<file path="src/rtl/regfile_wb_queue.sv">
// Write-back queue for the 8-entry register file.
// Arbitrates ALU/load results into an in-order FIFO that drains into the single write port.

module wbq_entry_match #(
  parameter int AW = 3
) (
  input  logic          vld,
  input  logic [AW-1:0] addr,
  input  logic [AW-1:0] q0addr,
  input  logic [AW-1:0] q1addr,
  output logic          hit0,
  output logic          hit1
);
  assign hit0 = vld && (addr == q0addr);
  assign hit1 = vld && (addr == q1addr);
endmodule

module regfile_wb_queue #(
  parameter int DEPTH = 4,
  parameter int DW    = 32,
  parameter int AW    = 3
) (
  input  logic          clk,
  input  logic          reset,
  input  logic          alu_valid,
  input  logic [AW-1:0] alu_addr,
  input  logic [DW-1:0] alu_data,
  output logic          alu_ready,
  input  logic          ld_valid,
  input  logic [AW-1:0] ld_addr,
  input  logic [DW-1:0] ld_data,
  output logic          ld_ready,
  input  logic          wb_stall,
  output logic          wea,
  output logic [AW-1:0] waddr,
  output logic [DW-1:0] wdata,
  input  logic [AW-1:0] q0addr,
  output logic          q0busy,
  input  logic [AW-1:0] q1addr,
  output logic          q1busy,
  output logic [AW-1:0] count
);
  localparam int PW = $clog2(DEPTH);
  localparam int CW = PW + 1;

  typedef enum logic {SRC_ALU, SRC_LD} src_e;

  logic [DEPTH-1:0][AW-1:0] ent_addr;
  logic [DEPTH-1:0][DW-1:0] ent_data;
  logic [PW-1:0]            rd_ptr, wr_ptr;
  logic [CW-1:0]            cnt;
  src_e                     rr_last;

  logic          full, grant_alu, grant_ld, push, pop;
  logic [AW-1:0] push_addr;
  logic [DW-1:0] push_data;

  // On a tie, the producer that did not win last time gets the slot.
  assign full      = (cnt == CW'(DEPTH));
  assign grant_alu = alu_valid && (!ld_valid || rr_last == SRC_LD);
  assign grant_ld  = ld_valid && (!alu_valid || rr_last == SRC_ALU);
  assign alu_ready = grant_alu && !full && !reset;
  assign ld_ready  = grant_ld && !full && !reset;
  assign push      = alu_ready || ld_ready;
  assign push_addr = ld_ready ? ld_addr : alu_addr;
  assign push_data = ld_ready ? ld_data : alu_data;

  assign wea   = (cnt != '0) && !wb_stall;
  assign pop   = wea;
  assign waddr = (cnt != '0) ? ent_addr[rd_ptr] : '0;
  assign wdata = (cnt != '0) ? ent_data[rd_ptr] : '0;
  assign count = AW'(cnt);

  always_ff @(posedge clk or posedge reset) begin
    if (reset) begin
      ent_addr <= '0;
      ent_data <= '0;
      rd_ptr   <= '0;
      wr_ptr   <= '0;
      cnt      <= '0;
      rr_last  <= SRC_LD;
    end else begin
      if (push) begin
        ent_addr[wr_ptr] <= push_addr;
        ent_data[wr_ptr] <= push_data;
        wr_ptr           <= wr_ptr + 1'b1;
        rr_last          <= ld_ready ? SRC_LD : SRC_ALU;
      end
      if (pop) rd_ptr <= rd_ptr + 1'b1;
      cnt <= cnt + CW'(push) - CW'(pop);
    end
  end

  // Occupancy is judged from the ring offset, so the head stays busy until it actually pops.
  logic [DEPTH-1:0] hit0, hit1;
  for (genvar i = 0; i < DEPTH; i++) begin : g_ent
    logic [PW-1:0] off;
    logic          vld;
    assign off = PW'(i) - rd_ptr;
    assign vld = CW'(off) < cnt;
    wbq_entry_match #(.AW(AW)) u_match (
      .vld   (vld),
      .addr  (ent_addr[i]),
      .q0addr(q0addr),
      .q1addr(q1addr),
      .hit0  (hit0[i]),
      .hit1  (hit1[i])
    );
  end

  assign q0busy = |hit0;
  assign q1busy = |hit1;
endmodule

</file>
<file path="config.mk">
export PLATFORM = sky130hd
export DESIGN_NAME = regfile_wb_queue
export DESIGN_NICKNAME = d
export VERILOG_FILES = /design/src/rtl/regfile_wb_queue.sv
export SDC_FILE = /design/constraint.sdc
export NUM_CORES = 1
export LEC_CHECK = 0
export CAP_MARGIN = 5
export CORE_MARGIN = 2
export CORE_UTILIZATION = 30
export CTS_BUF_LIST = sky130_fd_sc_hd__clkbuf_8
export CTS_CLUSTER_DIAMETER = 30
export CTS_CLUSTER_SIZE = 24
export DETAILED_ROUTE_END_ITERATION = 8
export HOLD_SLACK_MARGIN = 0.06
export SLEW_MARGIN = 20
export SYNTH_ARGS = -nofsm -noshare
export SYNTH_HDL_FRONTEND = slang
export SYNTH_HIERARCHICAL = 1
export SYNTH_SLANG_ARGS = --single-unit
</file>
<file path="constraint.sdc">
create_clock -name clk -period 22.3 [get_ports clk]
set_input_delay 2.23 -clock clk [delete_from_list [all_inputs] [get_ports clk]]
set_output_delay 2.23 -clock clk [all_outputs]
set_load 0.02 [all_outputs]
</file>
==> run summary <==
Max IR drop VDD - 0.0000534 V
XOR/XNOR share of the synthesized area - 0.0303
RSZ-0062 raised after global routing - no
Post-Synthesis Mean Instance Area - 11.3 um^2
Metal2 WL - 13.0 mm
Initial core utilization - 0.303
IO buf count - 123
Core area - 28600 um^2
Worst slew pin tran - 925 ps
Largest net degree at the start of global routing - 88
Initial antenna violation count - 0
Net Count, Synth - 863
Worst skew pair latency - 450 ps
Clock buffer depth - 2
Root Driver - clkbuf_8
IO Pins - 124
DR DRC count - 0
Unique masters post-synth - 36
Row Count - 62
Status - complete, no violations
Placer congestion estimate - 0.754
Count of pins over their slew limit - 0
Critical R2R Capture - ent_data[86]$_DFFE_PP0P_
Vias in the first global route - 7300
Routed wire length - 28.5 mm
Die area - 30300 um^2
Final HPWL DP - 16.1 mm
Post-synthesis simple-gate area fraction - 0.0746
Post-synth top area share - 0.424
Setup TNS - 0 ps
Top cells by area, synth - dfrtp_1, a41oi_1, a31oi_1
Die W - 174 um
Crit path required time - 20070 ps
Compound-Gate Fraction of Synth Area - 0.280
Drt wl/cell - 23.5 um
Worst hold path type - reg2reg
Hold Buf Count CTS - 0
Final setup vio count - 0
Critical path class - in2out
Seq/Total Area, Yosys - 0.427
Crit path launch type - input port
Adder-Cell Fraction of Synth Area - 0.0167
Worst Setup EP - ld_ready
Max Clk Rate - 153 MHz
Mux contribution to synthesized area - 0.0922
Final period demand of the worst path - 6520 ps
Share of cells above drive strength 1 - 0.122
Final hold vios - 0
Top-count cell post-synth - dfrtp_1
# nets final - 909
TritonCTS clock tree - done
Worst Hold Slack - 537 ps
Asr flop ratio synth - 1.00
Mapped Area - 8670 um^2
Ys flop type - dfrtp_1
Routed wl met3 - 1.70 mm
Synth cell count leaders - dfrtp_1, a31oi_1, a41oi_1
Diode count - 0
Largest family of logic cells by synthesized area - compound AO/OA/AOI/OAI gates
Clock tree sinks - 148
H-tree levels - 4
Reg clk slew, reported paths - 80 ps
Leading area contributor after synthesis - dfrtp_1
GRT overflow - 0
Yosys warnings - 6
Crit path DAT - 4290 ps
Static Leak - 3.52 nW
Crit end category - output pin
PwrDens - 161 nW/um^2
Drt pass-1 iters - 5
Area delta synth->final - 18.4%
Die height - 174 um
CTS Buf Count - 17
RR Startpoint - count[2]$_DFF_PP0_
Reg-to-reg slack, setup - 19340 ps
Total global-route track usage - 0.187
First-pass GRT wire length - 44.6 mm
Number of flops mapped to enable cells by yosys - 0
R2R depth - 4
Antenna Nets Post-Route - 0
Setup bufs post-CTS - 0
Highest Signal Layer - met4
Number of synthesized register bits - 148
Vias - 7507
CP startpoint - alu_valid
Vias per Instance - 6.20
Final Cycle Share - 0.292
PostCTS Resize Cnt - 0
Max-cap violations - 0
Clock skew - 9.28 ps
Cells after Synth - 771
Slew margin rel. - 0.384
CP Max Fanout - 36
Initial drt markers - 822
Met1 WL - 13.2 mm
[where the power goes]
part	leakage [nW]	total [mW]	internal (mW)	switching (mW)
clock	0.202	0.201	0.101	0.100
sequential	1.65	0.495	0.405	0.0897
combinational	1.67	0.954	0.444	0.510
[metal layers]
layer  vias up  GRT usage
met5         -          0
met4         0     0.0571
met3        33     0.0315
met2       288      0.286
met1      3865      0.270
li1       3321          -
[placed cells by master (no fill, tap or decap), drive strengths merged, types with 4 or more instances in the layout]
| cell | count |
|---|---|
| a21oi | 4 |
| a31oi | 140 |
| a41oi | 140 |
| and4 | 12 |
| buf | 19 |
| clkbuf | 19 |
| clkdlybuf4s50 | 122 |
| clkinv | 4 |
| dfrtp | 147 |
| ha | 10 |
| inv | 15 |
| mux4 | 35 |
| nand4 | 35 |
| nor2b | 35 |
| o31ai | 35 |
| or2 | 4 |
| xnor2 | 28 |
[kinds of logic after synthesis]
logic type,count (synthesis)
compound gates,324
xor+xnor,30
fa+ha+maj,11
buf+inv,125
flops,148
mux,36
simple gates,97
[worst min path at each step]
| stage | from | to | cells after the start |
|---|---|---|---|
| 3_5_place_dp | rr_last$_DFFE_PP1P_ | rr_last$_DFFE_PP1P_ | 2 |
| 6_report | rr_last$_DFFE_PP1P_ | rr_last$_DFFE_PP1P_ | 2 |
| 4_1_cts | rr_last$_DFFE_PP1P_ | rr_last$_DFFE_PP1P_ | 2 |
| 3_3_place_gp | rr_last$_DFFE_PP1P_ | rr_last$_DFFE_PP1P_ | 2 |
| 2_1_floorplan | rr_last$_DFFE_PP1P_ | rr_last$_DFFE_PP1P_ | 2 |
| 5_1_grt | rr_last$_DFFE_PP1P_ | rr_last$_DFFE_PP1P_ | 2 |
[per-stage QoR]
step	utilization	instance area [um^2]	std cells	power [mW]	setup WS [ps]
finish	0.359	10300	1211	1.65	15780
CTS	0.359	10300	1211	1.66	15790
floorplan	-	8670	771	1.13	13750
detailed placement	0.346	9910	1182	1.46	15790
global route	0.359	10300	1211	1.76	15640
global placement	0.346	9910	1182	1.45	15830
[worst max-delay path: stages]
cell and delay (ps):
clkdlybuf4s50_1 570, a21bo_2 780, nor3_1 120, clkdlybuf4s50_1 590
[area by class of cell]
class	instances	area, um^2
repair buffers	141	1360
fillers	2857	18400
well taps	384	480
flip-flops and latches	148	3710
clock inverters	10	95.1
multi-input cells	498	4320
clock buffers	19	262
inverters	11	48.8
[registers in the layout (all words and copies together) (netlist names)]
register and count:
ent_data 128, ent_addr 12, rr_last 1, count 3, wr_ptr 2, rd_ptr 2
Power figures use the tool's default switching activity.
